## src/rtl/cam_capture_pkg.sv

```systemverilog
// cam_capture_pkg: state encoding, alpha, colour-bar table and RGB565 expansion shared by the DVP capture path
package cam_capture_pkg;
  localparam logic [1:0] ST_WAIT_VSYNC = 2'd0;
  localparam logic [1:0] ST_VBLANK     = 2'd1;
  localparam logic [1:0] ST_ACTIVE     = 2'd2;
  localparam logic [7:0] ALPHA = 8'hFF;
  localparam logic [31:0] COLOR_BARS [8] = '{
    32'hFFFFFFFF, 32'hFFFFFF00, 32'hFF00FFFF, 32'hFF00FF00,
    32'hFFFF00FF, 32'hFFFF0000, 32'hFF0000FF, 32'hFF000000
  };
  function automatic logic [31:0] rgb565_to_argb(input logic [15:0] p);
    return {ALPHA, p[15:11], p[15:13], p[10:5], p[10:9], p[4:0], p[4:2]};
  endfunction
endpackage

```

## src/rtl/cam_test_pattern_gen.sv

```systemverilog
// cam_test_pattern_gen: 8 vertical colour bars, each H_ACTIVE/8 pixels wide, selected by pixel index
// Ports: pix_cnt (in, pixel index within the line), color (out, ARGB8888 bar colour)
// Built only when TEST_PATTERN_EN is defined.
`ifdef TEST_PATTERN_EN
module cam_test_pattern_gen
  import cam_capture_pkg::*;
#(
  parameter int H_ACTIVE = 1280,
  parameter int PW = $clog2(H_ACTIVE + 1)
) (
  input  logic [PW-1:0] pix_cnt,
  output logic [31:0]   color
);
  localparam logic [PW-1:0] BAR_W = PW'(H_ACTIVE / 8);
  logic [PW-1:0] idx;
  assign idx = pix_cnt / BAR_W;
  assign color = (idx > PW'(7)) ? COLOR_BARS[7] : COLOR_BARS[idx[2:0]];
endmodule
`endif

```

## src/rtl/cam_dvp_capture.sv

```systemverilog
// cam_dvp_capture: DVP RGB565 byte-stream capture with ARGB8888 expansion and frame geometry checking
// Ports: pclk/reset (sync, active-high); cam_data/cam_vsync/cam_href (DVP inputs);
//        tp_enable (colour-bar select, used with TEST_PATTERN_EN); pixel/pixel_valid (ARGB out);
//        sof (start-of-frame pulse); frame_count (frames started, wraps); frame_error (sticky)
// Optional feature macro: TEST_PATTERN_EN
module cam_dvp_capture
  import cam_capture_pkg::*;
#(
  parameter int H_ACTIVE = 1280,
  parameter int V_ACTIVE = 960,
  parameter int FCNT_W   = 16
) (
  input  logic              pclk,
  input  logic              reset,
  input  logic [7:0]        cam_data,
  input  logic              cam_vsync,
  input  logic              cam_href,
  input  logic              tp_enable,
  output logic [31:0]       pixel,
  output logic              pixel_valid,
  output logic              sof,
  output logic [FCNT_W-1:0] frame_count,
  output logic              frame_error
);
  localparam int PW = $clog2(H_ACTIVE + 1);
  localparam int LW = $clog2(V_ACTIVE + 1);
  logic [7:0] r_data_q, hi_q, hi_d;
  logic r_vsync_q, r_href_q, vsync_prev_q, href_prev_q;
  logic phase_q, phase_d;
  logic [1:0] state_q, state_d;
  logic [PW-1:0] pix_cnt_q, pix_cnt_d;
  logic [LW-1:0] line_cnt_q, line_cnt_d, line_inc;
  logic [31:0] pixel_q, pixel_d, cam_pixel, out_pixel;
  logic pixel_valid_q, pixel_valid_d, sof_q, sof_d, frame_error_q, frame_error_d;
  logic [FCNT_W-1:0] frame_count_q, frame_count_d;
  logic vs_rise, vs_fall, href_fall, assemble, in_window, line_bad, frame_start;
  assign vs_rise     = r_vsync_q & ~vsync_prev_q;
  assign vs_fall     = ~r_vsync_q & vsync_prev_q;
  assign href_fall   = ~r_href_q & href_prev_q;
  assign frame_start = (state_q == ST_VBLANK) & vs_fall;
  // second byte of a pair while a frame is open; href during vsync never captures
  assign assemble  = (state_q == ST_ACTIVE) & r_href_q & ~r_vsync_q & phase_q;
  assign in_window = (pix_cnt_q < PW'(H_ACTIVE)) && (line_cnt_q < LW'(V_ACTIVE));
  assign line_inc  = (line_cnt_q == LW'(V_ACTIVE)) ? line_cnt_q : line_cnt_q + 1'b1;
  // phase is still 1 at the falling edge when the line carried an odd byte count
  assign line_bad  = (pix_cnt_q != PW'(H_ACTIVE)) || phase_q;
  assign cam_pixel = rgb565_to_argb({hi_q, r_data_q});
`ifdef TEST_PATTERN_EN
  logic tp_sel_q;
  logic [31:0] bar_color;
  cam_test_pattern_gen #(.H_ACTIVE(H_ACTIVE)) u_tp (.pix_cnt(pix_cnt_q), .color(bar_color));
  // frame-wide selection so a frame is never a mix of camera and bars
  always_ff @(posedge pclk) tp_sel_q <= reset ? 1'b0 : (frame_start ? tp_enable : tp_sel_q);
  assign out_pixel = tp_sel_q ? bar_color : cam_pixel;
`else
  logic tp_unused;
  assign tp_unused = tp_enable;
  assign out_pixel = cam_pixel;
`endif
  always_comb begin
    phase_d = r_href_q & ~phase_q;
    hi_d = (r_href_q & ~phase_q) ? r_data_q : hi_q;
    state_d = state_q;
    pix_cnt_d = (assemble && pix_cnt_q != PW'(H_ACTIVE)) ? pix_cnt_q + 1'b1 : pix_cnt_q;
    line_cnt_d = line_cnt_q;
    frame_count_d = frame_count_q;
    frame_error_d = frame_error_q;
    sof_d = 1'b0;
    pixel_valid_d = assemble & in_window;
    pixel_d = pixel_valid_d ? out_pixel : pixel_q;
    case (state_q)
      ST_WAIT_VSYNC: state_d = vs_rise ? ST_VBLANK : ST_WAIT_VSYNC;
      ST_VBLANK: if (vs_fall) begin
        state_d = ST_ACTIVE;
        sof_d = 1'b1;
        frame_count_d = frame_count_q + 1'b1;
        line_cnt_d = '0;
        pix_cnt_d = '0;
      end
      ST_ACTIVE: begin
        if (href_fall) begin
          line_cnt_d = line_inc;
          pix_cnt_d = '0;
          frame_error_d = frame_error_q | line_bad;
        end
        // a line closing in the same cycle is counted before the frame check
        if (vs_rise) begin
          state_d = ST_VBLANK;
          frame_error_d = frame_error_d | ((href_fall ? line_inc : line_cnt_q) != LW'(V_ACTIVE));
        end
      end
      default: state_d = ST_WAIT_VSYNC;
    endcase
  end
  always_ff @(posedge pclk) begin
    if (reset) begin
      r_data_q <= '0;
      r_vsync_q <= 1'b0;
      r_href_q <= 1'b0;
      vsync_prev_q <= 1'b0;
      href_prev_q <= 1'b0;
      phase_q <= 1'b0;
      hi_q <= '0;
      state_q <= ST_WAIT_VSYNC;
      pix_cnt_q <= '0;
      line_cnt_q <= '0;
      frame_count_q <= '0;
      frame_error_q <= 1'b0;
      sof_q <= 1'b0;
      pixel_valid_q <= 1'b0;
      pixel_q <= '0;
    end else begin
      r_data_q <= cam_data;
      r_vsync_q <= cam_vsync;
      r_href_q <= cam_href;
      vsync_prev_q <= r_vsync_q;
      href_prev_q <= r_href_q;
      phase_q <= phase_d;
      hi_q <= hi_d;
      state_q <= state_d;
      pix_cnt_q <= pix_cnt_d;
      line_cnt_q <= line_cnt_d;
      frame_count_q <= frame_count_d;
      frame_error_q <= frame_error_d;
      sof_q <= sof_d;
      pixel_valid_q <= pixel_valid_d;
      pixel_q <= pixel_d;
    end
  end
  assign pixel = pixel_q;
  assign pixel_valid = pixel_valid_q;
  assign sof = sof_q;
  assign frame_count = frame_count_q;
  assign frame_error = frame_error_q;
endmodule

```

## config.mk

```make
export PLATFORM = sky130hd
export DESIGN_NAME = cam_dvp_capture
export DESIGN_NICKNAME = d
export VERILOG_FILES = /design/src/rtl/cam_capture_pkg.sv /design/src/rtl/cam_test_pattern_gen.sv /design/src/rtl/cam_dvp_capture.sv
export SDC_FILE = /design/constraint.sdc
export NUM_CORES = 1
export LEC_CHECK = 0
export BUFFER_PORTS_ARGS = -buffer_cell sky130_fd_sc_hd__buf_2
export CAP_MARGIN = 20
export CELL_PAD_IN_SITES_DETAIL_PLACEMENT = 0
export CELL_PAD_IN_SITES_GLOBAL_PLACEMENT = 2
export CORE_MARGIN = 2
export CORE_UTILIZATION = 30
export DETAILED_ROUTE_END_ITERATION = 8
export PLACE_DENSITY_LB_ADDON = 0.1
export SKIP_LAST_GASP = 1
export SYNTH_ARGS = -nofsm -noshare
export SYNTH_HDL_FRONTEND = slang
export SYNTH_SLANG_ARGS = --single-unit
```

## constraint.sdc

```tcl
create_clock -name pclk -period 1.7 [get_ports pclk]
set_input_delay 0.085 -clock pclk [delete_from_list [all_inputs] [get_ports pclk]]
set_output_delay 0.085 -clock pclk [all_outputs]
set_load 0.02 [all_outputs]
```

==> results.cfg <==
[setup_path]
worstPathRequired_ps = 1980
cp_data_arrival_time_ps = 1910
endpoint_kind = flip-flop
worstSetupStartpointType = flip-flop
rr_startpoint = state_q[0]
terminus_of_the_critical_flop_to_flop_path = line_cnt_q[2]
critical-path-slowest-cell = or4_1
timing.critical_path.cells = inv_1 -> ha_1 -> a21boi_4 -> nand2_1 -> or4_1 -> a21oi_2
timing_worst_setup_path_type = reg -> reg
ff2ff_setup_slack_ps = 70
critical_path_max_stage_delay_ps = 420
crit_path_max_fanout = 4
worst_r2r_path_depth = 6

[worst_hold_path]
worst_hold_path.num_cells = 3
min_path_type = in -> reg
timing.hold.worst.start = reset
hold_path_end = line_cnt_q[1]

[clocking]
h-tree-depth = 3
max-clock-path-buffers = 2
cts_tree = yes
tritoncts.num_buffers = 9
clock_sinks = 80
clock_transition_at_the_registers_of_the_reported_paths_ps = 70
latest_clock_arrival_within_the_worst_skew_pair_ps = 340
clock_tree_root = clkbuf_16

[power]
sw_frac_of_total_pct = 22.38
power_density_mw_per_mm2 = 888.4
p_seq_share_pct = 45.2
worst_ir_drop_vdd_uv = 520.6
power.net_switching_w = 0.0009485
fin_total_pwr_w = 0.004237
power.internal_w = 0.003289
p_comb_share_pct = 4.5
clock_power_share_pct = 50.3
p_leak_nw = 2.074

[sta]
fin_worst_hold_slack_ps = 164.6
fin_skew_ps = 5.583
max_freq_mhz = 614.8
finalCriticalPeriod_ps = 1627
timing_max_transition_violations_final = 0
final_hold_viol_count = 0
final_min_period_over_clock_period_pct = 95.68
relSlewSlack_pct = 75.63
worst_slew_pin_slew_ps = 360.4
finalSetupViolCount = 0
slack_of_the_critical_path_ps = 73.38
grt_setup_unrepaired = true

[yosys]
yosysWarningCount = 0
dominantRegCellSynth = dfxtp_1
synth_top_cell_area_share_pct = 44.72
syn_inst = 408
netlist_cell_types = 50
postSynthRegisterBits = 80
synth_area_sq_mm = 0.003581
edff_count_synth = 0
postSynthNetCount = 429
synth.yosys.seq_area_share_pct = 44.72
synthesized_area_per_cell_sq_um = 8.777
synth.largest_area_cell = dfxtp_1
synth-async-reset-ratio_pct = 0
synth.top_cells.by_area = dfxtp_1, nor2_1, mux2i_1

[layout]
final_cell_area_sq_mm = 0.004770
antenna_cells_inserted = 0
layout-area-overhead-vs-synth_pct = 33.19
final_net_count = 523
fillers = 1159
post_route_cells_drive_above_1_share_pct = 29.19

[grt]
overflow = 0
number_of_antenna_violations_at_the_first_check_in_global_routing = 0
grt_max_degree = 57
via_count_of_the_first_global_routing_pass = 2753
track_usage_pct = 13.38
grt_first_pass_wirelength_microns = 13510

[placement]
dpl_cell_area_sq_mm = 0.004222
io_buffers = 62
dp_hpwl_microns = 5642
pre_cts_ws_ps = -114.4
gp_congestion = 0.8142

[routing]
detail_route.wirelength_microns = 8176
drc = 5
detail-route-antenna-nets = 0
detailroute.via_count = 2945
detail_route.first_pass.iterations = 6
vias_per_cell = 4.531
dr.first_iter.drc_count = 177
wl_per_cell_microns = 12.58

[outcome]
failed_checks = DRC
outcome = complete, but fails checks

[floorplan]
die_area_sq_mm = 0.01283
fp.coreArea_sq_mm = 0.01152
row_count = 39
die_h_microns = 113.3
die_w_microns = 113.3
ioPinCount = 64
floorplan.initialDensity_pct = 31.10

[job]
cap_viol_max_count = 0
## timing repair
item,CTS,global route
hold buffers,11,0
gates resized for setup,2,23
pin swaps,0,8
hold endpoints to repair,10,0
cloned,0,0
endpoints found under the setup margin,1,39
buffers inserted,0,1
## cell type report
cell class / instances / area, sq um / share of cell area (%)
tap: 143 / 178.9 / 3.751
sequential: 80 / 1608 / 33.71
clock inverter: 7 / 101.3 / 2.125
timing repair buffer: 114 / 765.7 / 16.05
inverter: 12 / 45.04 / 0.9444
clock buffer: 9 / 225.2 / 4.722
multi-input combinational: 285 / 1846 / 38.69
## cells in the mapped netlist (3+ instances only)
cell type and n:
nand2b_1 7, nand4_1 9, o21ai_0 11, nor3_1 8, ha_1 8, nand3_1 13, and4_1 3, a21oi_1 26
dfxtp_1 80, nand2_1 40, buf_4 16, and3_1 4, xnor2_1 12, xor2_1 13, clkbuf_1 12, nand4b_1 3
nor2_1 58, nor2b_1 16, inv_1 12, mux2i_1 18
## logic make-up (layout without fill, tap and decap cells)
group / count (synthesis) / count (layout) / synth area share, %
xor gates and xnor gates: 25 / 25 / 6.115
buffers and inverters: 43 / 142 / 6.464
and+or+nand+nor: 181 / 181 / 25.86
adders and majority gates: 8 / 8 / 2.795
AOI/OAI and AO/OA: 53 / 53 / 9.015
DFF: 80 / 80 / 44.72
muxes: 18 / 18 / 5.031
## registers in the layout (all words and copies together) (netlist names), 2 cells and up
register,count
line_cnt_q,10
frame_count,16
hi_q,8
pix_cnt_q,11
state_q,2
r_data_q,8
pixel,17
## critical path, delay by kind of cell, from the launching register on
family | cells | cell delay, ps
AO/OA/AOI/OAI | 2 | 340
AND/OR/NAND/NOR | 2 | 500
buffers and inverters | 1 | 90
adder cells (fa/ha/maj) | 1 | 300
flip-flops | 1 | 340
## placed cells by master, fill, tap and decap left out, drive strengths merged, types with 3 or more instances in the layout
cell,n
clkbuf,9
nand4,10
nor3,8
and3,4
xnor2,12
nor2,58
buf,103
dlygate4sd3,11
nand4b,3
nand3,13
a21oi,26
nor2b,16
nand2,41
nand2b,7
o21ai,11
and2,3
inv,14
nor4,3
mux2i,18
xor2,13
dfxtp,80
ha,8
and4,3
## how the worst max path moves through the flow
stage                     cells after the start              end         start  slack [ps]
after floorplan                               7  frame_count[11]    state_q[1]          50
after global placement                        8      frame_error  pix_cnt_q[1]         -90
after detailed placement                      8      frame_error  pix_cnt_q[1]        -110
after CTS                                     6    line_cnt_q[2]    state_q[0]          10
after global routing                          5      frame_error  pix_cnt_q[8]         -20
final                                         6    line_cnt_q[2]    state_q[0]          70
## layer usage
metal | vias to the layer above | wire [microns] | track usage, %
li1 | 1554 | - | -
met1 | 1329 | 4157 | 17.84
met2 | 56 | 3576 | 20.28
met3 | 6 | 377 | 5.249
met4 | 0 | 65 | 3.415
met5 | - | 0 | 0
## stage by stage
step	cells	setup TNS (ps)	utilization, %
floorplan	408	0	-
global placement	622	-91.02	36.66
CTS	649	0	40.58
global route	650	-27.69	41.42
detailed placement	622	-114.4	36.66
finish	650	0	41.42
## power groups by stage
stage          sequential [W]  combinational [W]  clock, W
6_report              0.00191           0.000192   0.00213
5_1_grt               0.00192           0.000214   0.00229
4_1_cts               0.00191           0.000190   0.00220
3_5_place_dp          0.00196           0.000169         0
3_3_place_gp          0.00196           0.000170         0
2_1_floorplan         0.00195          0.0000951         0
Note: power is estimated with default switching activity, not from simulation.
